--- src/rtl/ir_xmit.sv ---
// ir_xmit: NEC infrared transmitter (full frames + repeat codes) on clk27.
// Define IR_XMIT_CARRIER_EN for a carrier-modulated LED-drive output.
module ir_xmit #(
  parameter int UNIT_CYCLES    = 15188,
  parameter int GAP_UNITS      = 72
`ifdef IR_XMIT_CARRIER_EN
  ,
  parameter int CARRIER_PERIOD = 711,
  parameter int CARRIER_HIGH   = 237
`endif
) (
  input  logic        clk27,
  input  logic        reset_n,
  input  logic [15:0] code_in,
  input  logic        rpt_in,
  input  logic        start,
  output logic        busy,
  output logic        done,
  output logic [7:0]  tx_cnt,
  output logic        ir_tx
);

  localparam int UW = (UNIT_CYCLES > 1) ?
                      $clog2(UNIT_CYCLES) : 1;
  localparam int MAXU = (GAP_UNITS > 16) ?
                        GAP_UNITS : 16;
  localparam int MW = $clog2(MAXU + 1);
  localparam logic [UW-1:0] U_LAST =
    UW'(UNIT_CYCLES - 1);

  typedef enum logic [2:0] {
    IDLE,
    LEAD_MARK,
    LEAD_SPACE,
    BIT_MARK,
    BIT_SPACE,
    STOP_MARK,
    GAP
  } state_t;

  state_t        state;
  logic [UW-1:0] ucnt;
  logic [MW-1:0] mcnt;
  logic [31:0]   data;
  logic [4:0]    bidx;
  logic          rpt;
  logic          expire;

  assign expire = (ucnt == '0) && (mcnt == '0);

`ifdef IR_XMIT_CARRIER_EN
  localparam logic MRK = 1'b1;
  localparam logic SPC = 1'b0;
  localparam int CW = (CARRIER_PERIOD > 1) ?
                      $clog2(CARRIER_PERIOD) : 1;

  logic [CW-1:0] ph;
  logic [CW-1:0] ph_nxt;
  logic          is_mark;

  assign ph_nxt = (ph == CW'(CARRIER_PERIOD - 1)) ?
                  '0 : ph + 1'b1;
  assign is_mark = (state == LEAD_MARK) ||
                   (state == BIT_MARK)  ||
                   (state == STOP_MARK);
`else
  localparam logic MRK = 1'b0;
  localparam logic SPC = 1'b1;
`endif

  // Counters run down; reaching 0/0 is the last cycle of a state.
  always_ff @(posedge clk27 or negedge reset_n) begin
    if (!reset_n) begin
      state  <= IDLE;
      busy   <= 1'b0;
      done   <= 1'b0;
      tx_cnt <= '0;
      ir_tx  <= SPC;
      ucnt   <= '0;
      mcnt   <= '0;
      data   <= '0;
      bidx   <= '0;
      rpt    <= 1'b0;
`ifdef IR_XMIT_CARRIER_EN
      ph     <= '0;
`endif
    end else begin
      done <= 1'b0;
      if (state == IDLE) begin
        if (start) begin
          state <= LEAD_MARK;
          busy  <= 1'b1;
          ir_tx <= MRK;
          ucnt  <= U_LAST;
          mcnt  <= MW'(15);
          rpt   <= rpt_in;
          bidx  <= '0;
          data  <= {~code_in[7:0],
                    code_in[7:0],
                    ~code_in[15:8],
                    code_in[15:8]};
`ifdef IR_XMIT_CARRIER_EN
          ph    <= '0;
`endif
        end
      end else if (!expire) begin
        if (ucnt != '0) begin
          ucnt <= ucnt - 1'b1;
        end else begin
          ucnt <= U_LAST;
          mcnt <= mcnt - 1'b1;
        end
`ifdef IR_XMIT_CARRIER_EN
        if (is_mark) begin
          ph    <= ph_nxt;
          ir_tx <= (ph_nxt < CW'(CARRIER_HIGH));
        end
`endif
      end else begin
        ucnt <= U_LAST;
`ifdef IR_XMIT_CARRIER_EN
        ph   <= '0;
`endif
        unique case (state)
          LEAD_MARK: begin
            state <= LEAD_SPACE;
            ir_tx <= SPC;
            mcnt  <= rpt ? MW'(3) : MW'(7);
          end
          LEAD_SPACE: begin
            state <= rpt ? STOP_MARK : BIT_MARK;
            ir_tx <= MRK;
            mcnt  <= '0;
          end
          BIT_MARK: begin
            state <= BIT_SPACE;
            ir_tx <= SPC;
            mcnt  <= data[0] ? MW'(2) : MW'(0);
          end
          BIT_SPACE: begin
            state <= (bidx == 5'd31) ?
                     STOP_MARK : BIT_MARK;
            ir_tx <= MRK;
            mcnt  <= '0;
            data  <= data >> 1;
            bidx  <= bidx + 5'd1;
          end
          STOP_MARK: begin
            state <= GAP;
            ir_tx <= SPC;
            mcnt  <= MW'(GAP_UNITS - 1);
          end
          GAP: begin
            state  <= IDLE;
            ir_tx  <= SPC;
            busy   <= 1'b0;
            done   <= 1'b1;
            tx_cnt <= tx_cnt + 8'd1;
            ucnt   <= '0;
          end
          default: begin
            state <= IDLE;
          end
        endcase
      end
    end
  end

endmodule

--- config.mk ---
export PLATFORM = sky130hd
export DESIGN_NAME = ir_xmit
export DESIGN_NICKNAME = d
export VERILOG_FILES = /design/src/rtl/ir_xmit.sv
export SDC_FILE = /design/constraint.sdc
export NUM_CORES = 1
export LEC_CHECK = 0
export CORE_MARGIN = 2
export CORE_UTILIZATION = 40
export CTS_CLUSTER_SIZE = 14
export DETAILED_ROUTE_END_ITERATION = 8
export GPL_TIMING_DRIVEN = 0
export PLACE_DENSITY = 0.7
export SYNTH_ARGS = -nofsm -noshare
export SYNTH_HDL_FRONTEND = slang
export SYNTH_SLANG_ARGS = --single-unit
--- constraint.sdc ---
create_clock -name clk27 -period 2.4 [get_ports clk27]
set_input_delay 0.72 -clock clk27 [delete_from_list [all_inputs] [get_ports clk27]]
set_output_delay 0.72 -clock clk27 [all_outputs]
set_load 0.1 [all_outputs]
==> impl_metrics.tcl, run 1 <==
set metrics [dict create \
    fmax_mhz 394 \
    core_mm2 0.00924 \
    pwr-share-comb 0.053 \
    io_pins 31 \
    clkPwrFrac 0.423 \
    required_ns 2.65 \
    grt_max_degree 54 \
    numCtsBuffers 9 \
    drt_iter0_drc 289 \
    crit_slowest_cell "dfrtp_1" \
    synth_nets 458 \
    fin_ws_ns -0.138 \
    synthCells 433 \
    grt_pass1_vias 3381 \
    leakage_nw 2.23 \
    reg2regPathDepth 10 \
    syn_avg_cell_area_um2 8.76 \
    drive_above_1_share 0.227 \
    status "complete, but fails checks" \
    max_stage_delay_ns 0.42 \
    synth.area.top_cells "dfrtp_1 47%, nor2_1 6.8%, a21oi_1 6.5%" \
    critPathMaxFanout 5 \
    period_share 1.06 \
    arrival_ns 2.79 \
    tightest_slew_ns 0.955 \
    reg2reg_slack_ns -0.14 \
    fin_nets 536 \
    synthArstFlopShare 1.00 \
    first_pass_iters 5 \
    finalSetupViolations 61 \
    antenna_found_initial 0 \
    ys_warn_count 0 \
    switching_share 0.247 \
    ys_seq_area_frac 0.482 \
    path_buf_inv 4 \
    crit_top_cell "buf_4" \
    ir_drop_v 0.000301 \
    wire_per_inst_um 16.3 \
    synth.most_common_cell "dfrtp_1" \
    synth_common_cells "72 x dfrtp_1, 69 x nor2_1, 53 x nand2_1" \
    hold_violations 0 \
    pwr_density_cell_mw_per_mm2 482 \
    synthFlopType "dfrtp_1" \
    grt-ovfl-total 0 \
    clk_pin_slew_worst_paths_ns 0.09 \
    cp-start-kind "flip-flop" \
    slew_violations 0 \
    dp_cells 592 \
    die_y_um 101 \
    synth_seq_cells 73 \
    r2r_end "tx_cnt[1]" \
    max_cap_violations 0 \
    setup.worst_path.end_class "flip-flop" \
    vias_per_cell 5.65 \
    dieWidth_um 101 \
    violations "setup timing" \
    clock_skew_ns 0.00691 \
    routed_wl_um 10500 \
    grt_util_all_layers 0.200 \
    io_buffers 29 \
    rsz0062_at_grt "yes" \
    relSlewSlack 0.366 \
    place.gp.congestion 0.860 \
    num_rows 35 \
    cts-root-buf "clkbuf_8" \
    power_mw 2.45 \
    setup-tns-final_ns -5.41 \
    netlist.area_leader.share 0.475 \
    cts_tree "yes" \
    worstSkewPairLatency_ns 0.36 \
    yosysTopAreaCell "dfrtp_1" \
    diodes 0 \
    synth.distinct_cells 58 \
    die_area_mm2 0.0103 \
    min_path_type "in2async" \
    cp_top_family "simple AND/OR/NAND/NOR gates" \
    clock_sinks 73 \
    intPower_mw 1.85 \
    floorplan.initialDensity 0.411 \
    dr_total_vias 3642 \
    rr_startpoint "mcnt[1]" \
    cts_buffer_depth 2 \
    cp_cell_sequence "inv_2 -> ha_4 -> or3b_4 -> buf_6 -> nor4_4 -> buf_4 -> nand2_8 -> nor3_4 -> buf_4 -> mux2_4" \
    drcViolationCount 0 \
    postRouteAntennaNets 0 \
    h-tree-depth 3 \
    final.min_clock_period_ns 2.54 \
    grt_first_pass_wirelength_um 16200 \
    path_class "reg2reg" \
    synth-edff-count 0 \
    syn_to_final_growth_pct 34.1 \
    post-dp-hpwl_um 6330 \
    p_switching_uw 606 \
    synth.cell_area_mm2 0.00379 \
    p_seq_frac 0.524 \
    layout.cells.non_filler 645 \
]
-- cells in the final DEF (no fill, tap or decap), types with 3 or more instances in the layout --
| master | instances |
|---|---|
| clkdlybuf4s50_1 | 17 |
| xor2_1 | 3 |
| nand2_1 | 51 |
| nor3_1 | 9 |
| nor2_1 | 68 |
| inv_6 | 4 |
| dfrtp_1 | 72 |
| a21o_1 | 3 |
| a21oi_2 | 4 |
| o22ai_1 | 4 |
| a21oi_1 | 45 |
| a31oi_1 | 20 |
| o21ai_2 | 4 |
| and3_1 | 3 |
| nor4_1 | 3 |
| or3_1 | 4 |
| a22o_1 | 3 |
| nand4_1 | 4 |
| nor2b_1 | 4 |
| o31ai_1 | 4 |
| buf_4 | 30 |
| buf_6 | 11 |
| o21ai_0 | 17 |
| nand3_1 | 4 |
| inv_1 | 9 |
| ha_1 | 4 |
| clkbuf_1 | 12 |
| xnor2_1 | 4 |
| nor2_4 | 3 |
| clkbuf_8 | 10 |
| buf_8 | 3 |
| dlygate4sd2_1 | 6 |
-- flip-flops by register name, indices dropped and copies added, names as in the netlist --
signal  count
busy        1
bidx        5
mcnt        7
ir_tx       1
ucnt       14
done        1
tx_cnt      8
rpt         1
data       32
state       3
-- power groups by stage --
stage	Clock (mW)	Sequential (mW)	Combinational [mW]
after floorplan	0	1.31	0.0471
after CTS	1.04	1.28	0.131
after global placement	0	1.31	0.121
after global routing	1.10	1.29	0.149
after detailed placement	0	1.31	0.129
final	1.04	1.28	0.131
-- final cells by class --
cell class                 count  area, um2
clock inverter                 6       72.6
fill                         815       4150
sequential                    73       1830
timing repair buffer          66        607
buffer                        25        183
multi-input combinational    325       2060
clock buffer                  10        138
tap                          129        161
inverter                      11       41.3
-- per-layer routing --
metal | vias to the layer above | global-route usage | wire (um)
li1 | 1690 | - | -
met3 | 21 | 0.0290 | 475
met4 | 0 | 0.0842 | 179
met2 | 129 | 0.326 | 5350
met1 | 1802 | 0.269 | 4540
met5 | - | 0 | 0
-- worst max path at each step --
stage / start / end / slack [ns] / depth (start not counted)
detailed placement: mcnt[0] / data[21] / -0.51 / 9
CTS: ucnt[0] / data[18] / -0.002 / 10
global route: mcnt[1] / data[20] / -0.22 / 11
floorplan: mcnt[0] / bidx[2] / 0.001 / 8
global placement: reset_n / data[24] / -1.95 / 1
finish: mcnt[1] / tx_cnt[1] / -0.14 / 10
-- stage by stage --
stage	hold slack (ns)	cell area [um2]	utilization	setup WS, ns
after floorplan	0.424	3800	-	0.00146
after global placement	0.464	4250	0.460	-1.95
after detailed placement	0.468	4270	0.463	-0.506
after CTS	0.244	4730	0.512	-0.00239
after global routing	0.253	5090	0.551	-0.219
final	0.243	5090	0.551	-0.138
-- worst reg2reg max path, stage by stage, from the launching register on --
cell	delay (ns)
dfrtp_1	0.42
inv_2	0.10
ha_4	0.13
or3b_4	0.39
buf_6	0.13
nor4_4	0.31
buf_4	0.20
nand2_8	0.07
nor3_4	0.23
buf_4	0.16
mux2_4	0.28
-- cell families after synthesis --
family          after synthesis  share of synthesized area
buf+inv                      36                     0.0412
mux                           5                     0.0145
fa+ha+maj                     5                     0.0165
flops                        73                      0.482
compound gates              129                      0.202
xor+xnor                      9                     0.0208
simple gates                176                      0.224
-- what timing repair did --
item | CTS | global route
pin swaps | 10 | 19
setup buffers | 21 | 19
hold buffers | 0 | 0
cloned | 0 | 2
endpoints found under the setup margin | 78 | 64
hold endpoints to repair | 0 | 0
gates resized for setup | 42 | 63
(Power assumes the default switching activity.)
==> inputs of run 2 (changes only) <==
Settings changed: CTS_BUF_LIST set to sky130_fd_sc_hd__clkbuf_8, GPL_TIMING_DRIVEN 0 to unset, PLACE_DENSITY 0.7 to 0.67.
Clock period 2.4 ns to 3.2 ns, I/O delays scaled along.
==> run 2 against run 1 <==
Effect of this change: the run now ends clean; fmax decreased by 15%; clock skew increased by 0.0035 ns; sequential share of layout area increased by 5.5 points; via count decreased by 12%; first-iteration DRC count decreased by 38%; critical endpoint is now mcnt[2]; largest power group unchanged.
==> impl_metrics.tcl, run 2 (same netlist as run 1, synthesis figures left out) <==
set metrics [dict create \
    status "finished clean" \
    reg2reg_slack_ns 0.22 \
    antenna_found_initial 0 \
    relSlewSlack 0.396 \
    setup-tns-final_ns 0 \
    layout_commonest_cell "dfrtp_1" \
    pwr_density_cell_mw_per_mm2 431 \
    drive_above_1_share 0.113 \
    cts_tree "yes" \
    clk_pin_slew_worst_paths_ns 0.08 \
    numCtsBuffers 9 \
    ff_latch_area_mm2 0.00183 \
    fillers 894 \
    final.min_clock_period_ns 2.98 \
    cts-root-buf "clkbuf_8" \
    finalSetupViolations 0 \
    arrival_ns 3.22 \
    core_mm2 0.00924 \
    ir_drop_v 0.000301 \
    clock_skew_ns 0.0104 \
    num_rows 35 \
    cts_resized 0 \
    hold_depth 1 \
    leakage_nw 1.90 \
    mostFrequentLayoutCells "72 x dfrtp_1, 68 x nor2_1, 53 x nand2_1" \
    die_y_um 101 \
    grt_util_all_layers 0.173 \
    h-tree-depth 3 \
    vias_per_cell 5.44 \
    rsz0062_at_grt "no" \
    fin_ws_ns 0.222 \
    io_buffers 30 \
    min_path_type "reg2reg" \
    grt_first_pass_wirelength_um 14000 \
    fmax_mhz 336 \
    tightest_slew_ns 0.906 \
    grt_max_degree 74 \
    drt_iter0_drc 180 \
    io_pins 31 \
    timing.hold.ws_ns 0.482 \
    clock_sinks 73 \
    post-dp-hpwl_um 5460 \
    dr_total_vias 3202 \
    cts_buffer_depth 2 \
    cp-start-kind "flip-flop" \
    first_pass_iters 6 \
    largest_reg_flops 32 \
    postRouteAntennaNets 0 \
    min_from "tx_cnt[7]" \
    diodes 0 \
    grt_pass1_vias 2959 \
    hold_end "tx_cnt[7]" \
    setup.worst_path.end_class "flip-flop" \
    rr_startpoint "mcnt[0]" \
    reg.largest.list "data: 32 flops, ucnt: 14 flops, tx_cnt: 8 flops" \
    place.gp.congestion 0.861 \
    syn_to_final_growth_pct 16.4 \
    path_class "reg2reg" \
    grt-ovfl-total 0 \
    dieWidth_um 101 \
    fin_nets 480 \
    r2r_end "mcnt[2]" \
    required_ns 3.44 \
    post_cts_buffers 0 \
    cts-hold-fix-buffers 0 \
    period_share 0.931 \
    drcViolationCount 0 \
    critPathMaxFanout 18 \
    routed_wl_um 8230 \
    wire_per_inst_um 14.0 \
    multi_input_area_mm2 0.00182 \
    worstSkewPairLatency_ns 0.36 \
    die_area_mm2 0.0103 \
    max_cap_violations 0 \
    dpl_worst_slack_ns 0.276 \
    slew_violations 0 \
    top_register "data" \
    floorplan.initialDensity 0.411 \
    reg2regPathDepth 8 \
    hold_violations 0 \
]
## run 2: power breakdown
part | leakage (nW) | internal, mW | switching [mW]
Sequential | 0.880 | 0.947 | 0.0145
Combinational | 0.898 | 0.0409 | 0.0486
Clock | 0.119 | 0.473 | 0.381
Total | 1.90 | 1.46 | 0.444
## run 2: final cells by class
| class | instances | share of cell area |
|---|---|---|
| sequential | 73 | 0.414 |
| timing repair buffer | 36 | 0.0742 |
| clock buffer | 10 | 0.0312 |
| inverter | 11 | 0.00935 |
| clock inverter | 6 | 0.0221 |
| multi-input combinational | 324 | 0.413 |
| tap | 129 | 0.0365 |
## run 2: critical path, stage by stage, from the launching register on
cell     delay [ns]
dfrtp_1        0.42
inv_1          0.13
ha_1           0.20
or3b_1         0.48
nor4_4         0.49
nand2_2        0.34
o21ai_1        0.52
a31oi_1        0.08
o22a_1         0.20
## run 2: worst max path at each step
stage / start / to / slack (ns) / cells past startpoint
2_1_floorplan: mcnt[0] / bidx[2] / 0.73 / 8
3_3_place_gp: mcnt[0] / tx_cnt[1] / 0.30 / 7
3_5_place_dp: mcnt[0] / tx_cnt[1] / 0.28 / 7
4_1_cts: mcnt[0] / tx_cnt[1] / 0.27 / 7
5_1_grt: mcnt[0] / data[19] / 0.05 / 9
6_report: mcnt[0] / mcnt[2] / 0.22 / 8
## run 2: per-layer routing
metal,share of wire,track usage
met1,0.45,0.233
met3,0.054,0.0324
met4,0.027,0.0873
met5,0,0
met2,0.47,0.267
## run 2: metrics by stage
stage	std cells	instance area (um2)	utilization	power, mW
4_1_cts	589	4420	0.478	1.93
5_1_grt	589	4420	0.478	1.99
6_report	589	4420	0.478	1.90
2_1_floorplan	433	3790	-	1.02
3_3_place_gp	573	4180	0.453	1.07
3_5_place_dp	573	4180	0.453	1.07
